File: src/rtl/decode_queue.sv
// decode_queue: in-order queue of fetched MIPS32 instructions with combinational decode of the head entry.
// Define DECODE_QUEUE_CP0_EN to decode COP0 MTC0/MFC0/ERET; otherwise every COP0 op is reported invalid.
module decode_queue #(
  parameter int unsigned DEPTH = 4,
  parameter int unsigned CNT_W = 16
) (
  input  logic                     clk,
  input  logic                     rst,
  input  logic                     in_valid,
  output logic                     in_ready,
  input  logic [31:0]              in_inst,
  input  logic [31:0]              in_pc,
  input  logic                     flush,
  output logic                     out_valid,
  input  logic                     out_ready,
  output logic [31:0]              out_pc,
  output logic [31:0]              out_inst,
  output logic [11:0]              out_ctrl,
  output logic                     out_invalid,
  output logic                     out_break,
  output logic                     out_syscall,
  output logic                     out_eret,
  output logic [$clog2(DEPTH):0]   occupancy,
  output logic [CNT_W-1:0]         invalid_cnt
);

  localparam int unsigned AW = $clog2(DEPTH);
  localparam int unsigned OW = AW + 1;

  // {regwrite, regdst[1:0], alusrc, branch, memwrite, memtoreg, jump, hilo_write, jbral, jr, cp0_write}
  localparam logic [11:0] C_RTYPE = 12'hA00;
  localparam logic [11:0] C_HILO  = 12'h008;
  localparam logic [11:0] C_JR    = 12'h002;
  localparam logic [11:0] C_JALR  = 12'hA06;
  localparam logic [11:0] C_IMM   = 12'h900;
  localparam logic [11:0] C_BR    = 12'h080;
  localparam logic [11:0] C_BRAL  = 12'hC84;
  localparam logic [11:0] C_LOAD  = 12'h920;
  localparam logic [11:0] C_STORE = 12'h140;
  localparam logic [11:0] C_J     = 12'h010;
  localparam logic [11:0] C_JAL   = 12'hC14;
`ifdef DECODE_QUEUE_CP0_EN
  localparam logic [11:0] C_MTC0  = 12'h001;
  localparam logic [11:0] C_MFC0  = 12'h800;
`endif

  logic [31:0]    pc_mem   [DEPTH];
  logic [31:0]    inst_mem [DEPTH];
  logic [AW-1:0]  wr_ptr;
  logic [AW-1:0]  rd_ptr;
  logic [OW-1:0]  count;
  logic           full;
  logic           empty;
  logic           push;
  logic           pop;
  logic [31:0]    head_inst;
  logic [31:0]    head_pc;
  logic [11:0]    ctrl;
  logic           dec_invalid;
  logic           dec_break;
  logic           dec_syscall;
`ifdef DECODE_QUEUE_CP0_EN
  logic           dec_eret;
`endif

  assign full      = (count == OW'(DEPTH));
  assign empty     = (count == '0);
  // rst gates in_ready directly so it drops the instant reset asserts
  assign in_ready  = !rst && !full && !flush;
  assign out_valid = !empty;
  assign push      = in_valid && in_ready;
  assign pop       = out_valid && out_ready && !flush;
  assign occupancy = count;
  assign head_inst = inst_mem[rd_ptr];
  assign head_pc   = pc_mem[rd_ptr];

  always_ff @(posedge clk) begin
    if (push) begin
      pc_mem[wr_ptr]   <= in_pc;
      inst_mem[wr_ptr] <= in_inst;
    end
  end

  always_ff @(posedge clk or posedge rst) begin
    if (rst) begin
      wr_ptr      <= '0;
      rd_ptr      <= '0;
      count       <= '0;
      invalid_cnt <= '0;
    end else if (flush) begin
      wr_ptr <= '0;
      rd_ptr <= '0;
      count  <= '0;
    end else begin
      if (push) wr_ptr <= wr_ptr + AW'(1);
      if (pop)  rd_ptr <= rd_ptr + AW'(1);
      case ({push, pop})
        2'b10:   count <= count + OW'(1);
        2'b01:   count <= count - OW'(1);
        default: count <= count;
      endcase
      if (pop && dec_invalid && (invalid_cnt != '1))
        invalid_cnt <= invalid_cnt + CNT_W'(1);
    end
  end

  always_comb begin
    ctrl        = '0;
    dec_invalid = 1'b0;
    dec_break   = 1'b0;
    dec_syscall = 1'b0;
`ifdef DECODE_QUEUE_CP0_EN
    dec_eret    = 1'b0;
`endif
    case (head_inst[31:26])
      6'b000000: begin
        case (head_inst[5:0])
          6'b000000, 6'b000010, 6'b000011, 6'b000100, 6'b000110, 6'b000111,
          6'b010000, 6'b010010,
          6'b100000, 6'b100001, 6'b100010, 6'b100011,
          6'b100100, 6'b100101, 6'b100110, 6'b100111,
          6'b101010, 6'b101011:                         ctrl = C_RTYPE;
          6'b010001, 6'b010011,
          6'b011000, 6'b011001, 6'b011010, 6'b011011:   ctrl = C_HILO;
          6'b001000:                                    ctrl = C_JR;
          6'b001001:                                    ctrl = C_JALR;
          6'b001100:                                    dec_syscall = 1'b1;
          6'b001101:                                    dec_break   = 1'b1;
          default:                                      dec_invalid = 1'b1;
        endcase
      end
      6'b000001: begin
        case (head_inst[20:16])
          5'b00000, 5'b00001: ctrl = C_BR;
          5'b10000, 5'b10001: ctrl = C_BRAL;
          default:            dec_invalid = 1'b1;
        endcase
      end
      6'b000010:                                        ctrl = C_J;
      6'b000011:                                        ctrl = C_JAL;
      6'b000100, 6'b000101, 6'b000110, 6'b000111:       ctrl = C_BR;
      6'b001000, 6'b001001, 6'b001010, 6'b001011,
      6'b001100, 6'b001101, 6'b001110, 6'b001111:       ctrl = C_IMM;
`ifdef DECODE_QUEUE_CP0_EN
      6'b010000: begin
        case (head_inst[25:21])
          5'b00100: ctrl = C_MTC0;
          5'b00000: ctrl = C_MFC0;
          5'b10000: begin
            if (head_inst[5:0] == 6'b011000) dec_eret = 1'b1;
            else                             dec_invalid = 1'b1;
          end
          default:  dec_invalid = 1'b1;
        endcase
      end
`endif
      6'b100000, 6'b100001, 6'b100011, 6'b100100, 6'b100101: ctrl = C_LOAD;
      6'b101000, 6'b101001, 6'b101011:                       ctrl = C_STORE;
      default:                                               dec_invalid = 1'b1;
    endcase
  end

  assign out_pc      = out_valid ? head_pc   : '0;
  assign out_inst    = out_valid ? head_inst : '0;
  assign out_ctrl    = out_valid ? ctrl      : '0;
  assign out_invalid = out_valid && dec_invalid;
  assign out_break   = out_valid && dec_break;
  assign out_syscall = out_valid && dec_syscall;
`ifdef DECODE_QUEUE_CP0_EN
  assign out_eret    = out_valid && dec_eret;
`else
  assign out_eret    = 1'b0;
`endif

endmodule

File: config.mk
export PLATFORM = sky130hd
export DESIGN_NAME = decode_queue
export DESIGN_NICKNAME = d
export VERILOG_FILES = /design/src/rtl/decode_queue.sv
export SDC_FILE = /design/constraint.sdc
export NUM_CORES = 1
export LEC_CHECK = 0
export ABC_AREA = 1
export BUFFER_PORTS_ARGS = -buffer_cell sky130_fd_sc_hd__buf_2
export CORE_ASPECT_RATIO = 1.4
export CORE_MARGIN = 1
export CORE_UTILIZATION = 30
export DETAILED_ROUTE_END_ITERATION = 6
export SKIP_CTS_REPAIR_TIMING = 1
export SKIP_LAST_GASP = 1
export SLEW_MARGIN = 20
export SYNTH_ARGS = -nofsm -noshare
export SYNTH_HDL_FRONTEND = slang
export SYNTH_SLANG_ARGS = --single-unit
File: constraint.sdc
create_clock -name clk -period 9.68 [get_ports clk]
set_input_delay 1.936 -clock clk [delete_from_list [all_inputs] [get_ports clk]]
set_output_delay 1.936 -clock clk [all_outputs]
set_load 0.02 [all_outputs]
==> summary.txt <==
Floorplan
  – DIE AREA: 39960 um^2
  – IO Pins: 170
  – Die width: 169.2 um
  – Core Box Area: 38500 um^2
  – Die height: 236.1 um
  – Initial Util: 30.51%
  – Site row count: 85

Power
  – P_sw: 1.307 mW
  – Power Total: 3.734 mW
  – Internal Power: 2.427 mW
  – Leakage: 5.432 nW
  – Sw frac: 34.99%
  – Maximum vdd drop: 163.6 uV
  – Logic pwr share: 29.0%
  – Pwr per Cell Area: 263.1 nW/um^2
  – Clk network pwr share: 33.2%
  – Sequential Power Share: 37.9%

Critical path
  – Startpoint Class: flip-flop
  – Slowest stage cell, crit path: dfrtp_4
  – Critical Path RT: 7.74 ns
  – CP Capture Type: output pin
  – Worst path arrival time: 3.50 ns
  – Worst Path Class, Setup: reg2out
  – Cells on worst reg2reg path: 13
  – Most common cell on crit path: nand2_1
  – CP cell instances: clkinv_2 > nand2_1 > nand3_1 > nand2_1 > nand2_2 > nor2_4 > inv_2 > nor2_1 > nand2_1 > nand2_1 > inv_2 > a21oi_1 > buf_2
  – Worst path max stage delay: 0.84 ns
  – Max FO, Critical Path: 60

Layout
  – Most common cell after layout, fill and taps aside: edfxtp_1
  – Syn-to-layout area delta: 20.81%
  – Diodes inserted: 0
  – Share of layout cells above drive strength 1: 20.10%
  – Leading cell types in the layout, fill and taps excluded: edfxtp_1, nor2_1, buf_2
  – Multi-input logic area: 3088 um^2
  – Layout Nets: 1285
  – # fillers: 3770
  – Sequential standard cell area: 8268 um^2

Placed design
  – Placer Congestion: 0.8384
  – Pre-CTS WS: 4.769 ns
  – # port buffers: 167
  – Post-DP HPWL: 17080 um

Clock network
  – CTS buffer count: 30
  – Htree depth: 1
  – Worst-path clk slew: 0.06 ns
  – CTS tree: built
  – Root Driver: clkbuf_16
  – Clk Latency, worst-skew pair: 0.56 ns
  – CTS Buffer Depth: 3
  – Sinks on Clock Net: 279

Timing
  – Fmax: 183.8 MHz
  – Crit share post-route: 56.20%
  – Setup violators final: 0
  – Setup slack after layout: 4.240 ns
  – Worst slew pin tran: 1.062 ns
  – Max Slew Vio Count: 0
  – Setup TNS: 0 ns
  – Clock Skew: 0.01586 ns
  – Final Hold Viols: 0
  – Slew headroom: 29.20%
  – Tmin final: 5.440 ns
  – RSZ-0062 raised after global routing: no

Route
  – Routed WL: 28610 um
  – DR pass1 iterations: 5
  – Vias per cell: 4.638
  – DR iter-0 viols: 488
  – Post-route DRC: 0
  – Total via count in the routed design: 8144
  – Routed len/inst: 16.29 um
  – Final ANT Viol Nets: 0

GRT
  – GRT Max-Usage Layer: met2
  – Global route overflow: 0
  – Pin count of the biggest net entering global routing: 91
  – GRT Total Usage: 14.36%
  – Vias in the first global route: 8120
  – Initial antenna violation count: 4
  – Grt met1 use: 16.48%
  – GR Util met2: 26.71%
  – Grt met3 use: 2.383%
  – First-pass GRT wire length: 44340 um

Synthesis
  – Post-synth EDFFs: 256
  – Synth Flop Type: edfxtp_1
  – Register bit count reported by yosys: 279
  – Async SR Flop Fraction: 8.244%
  – Mean Syn Cell Area: 11.13 um^2
  – Mapped Area: 11750 um^2
  – Cells after synthesis: 1055
  – Synth unique cells: 33
  – Register area share after synthesis: 70.35%
  – Warnings from Yosys: 0

Min path
  – Hold path depth: 2
  – Min-delay worst type: reg2reg

Run
  – Maximum Capacitance Violations: 0

Outcome
  – Status: finished, final reports clean
==> cells by family (layout without fill, tap and decap cells) <==
group,after synthesis,in the layout,synth area share [%]
xor gates and xnor gates,16,16,1.193
other,1,2,0.03193
DFF,279,279,70.35
adders and majority gates,6,6,0.7030
and+or+nand+nor,481,481,16.71
AOI/OAI and AO/OA,169,169,7.318
buffers and inverters,103,281,3.696
==> power groups by stage <==
stage | Sequential, mW | Clock (mW) | Combinational (mW)
floorplan | 1.42 | 0 | 0.738
global placement | 1.44 | 0 | 1.09
detailed placement | 1.44 | 0 | 1.10
CTS | 1.42 | 1.27 | 1.10
global route | 1.42 | 1.32 | 1.19
finish | 1.41 | 1.24 | 1.08
==> per-layer routing <==
metal / share of wire (%) / wire, um
met5: 0.087 / 25
met2: 52 / 15020
met1: 40 / 11540
met3: 4.9 / 1398
met4: 2.2 / 629
==> path summary, 6_finish.rpt <==
check / from / endpoint / slack, ns
max in group asynchronous: rst / rd_ptr[0]$_DFFE_PP0P_ / 7.42
worst max-delay path: rd_ptr[0]$_DFFE_PP0P_ / out_invalid / 4.24
min in group asynchronous: rst / invalid_cnt[7]$_DFFE_PP0P_ / 1.59
worst max register to register: rd_ptr[0]$_DFFE_PP0P_ / invalid_cnt[14]$_DFFE_PP0P_ / 6.40
worst min register to register: invalid_cnt[6]$_DFFE_PP0P_ / invalid_cnt[6]$_DFFE_PP0P_ / 0.53
worst min-delay path: invalid_cnt[6]$_DFFE_PP0P_ / invalid_cnt[6]$_DFFE_PP0P_ / 0.53
==> layout make-up <==
class	count	area share (%)
clock buffer	36	5.519
clock inverter	20	2.160
inverter	48	1.278
multi-input combinational	674	21.76
sequential	279	58.26
tap	522	4.602
timing repair buffer	177	6.419
==> worst max-delay path: cells and delay by family (launching register included) <==
family	cells	cell delay (ns)
simple gates	8	0.98
compound gates	1	0.14
buf+inv	4	0.93
flops	1	0.84
==> cell usage after synthesis, types with 8 or more instances <==
master    instances  share of area (%)
clkbuf_1         26               0.83
nor2_1          240                7.7
inv_1            42                1.3
nand3_1          67                2.9
buf_1            14               0.45
xor2_1           11               0.82
buf_2             8               0.34
o21ai_0         103                4.4
nand2_1         147                4.7
edfxtp_1        256                 65
dfrtp_1          23                4.9
nor3_1           13               0.55
a21oi_1          58                2.5
==> flip-flops by register name, summed over array words and instances (netlist names) <==
register and flops:
inst_mem 128, invalid_cnt 16, occupancy 3, pc_mem 128, rd_ptr 2, wr_ptr 2
==> metrics by stage <==
| stage | util [%] | cells | hold slack (ns) | area (um^2) |
|---|---|---|---|---|
| floorplan | - | 1056 | 0.5158 | 11750 |
| global placement | 34.03 | 1700 | 0.5242 | 13100 |
| detailed placement | 34.03 | 1700 | 0.5305 | 13100 |
| CTS | 36.86 | 1756 | 0.5455 | 14190 |
| global route | 36.86 | 1756 | 0.5639 | 14190 |
| finish | 36.86 | 1756 | 0.5345 | 14190 |
(Power assumes the default switching activity.)
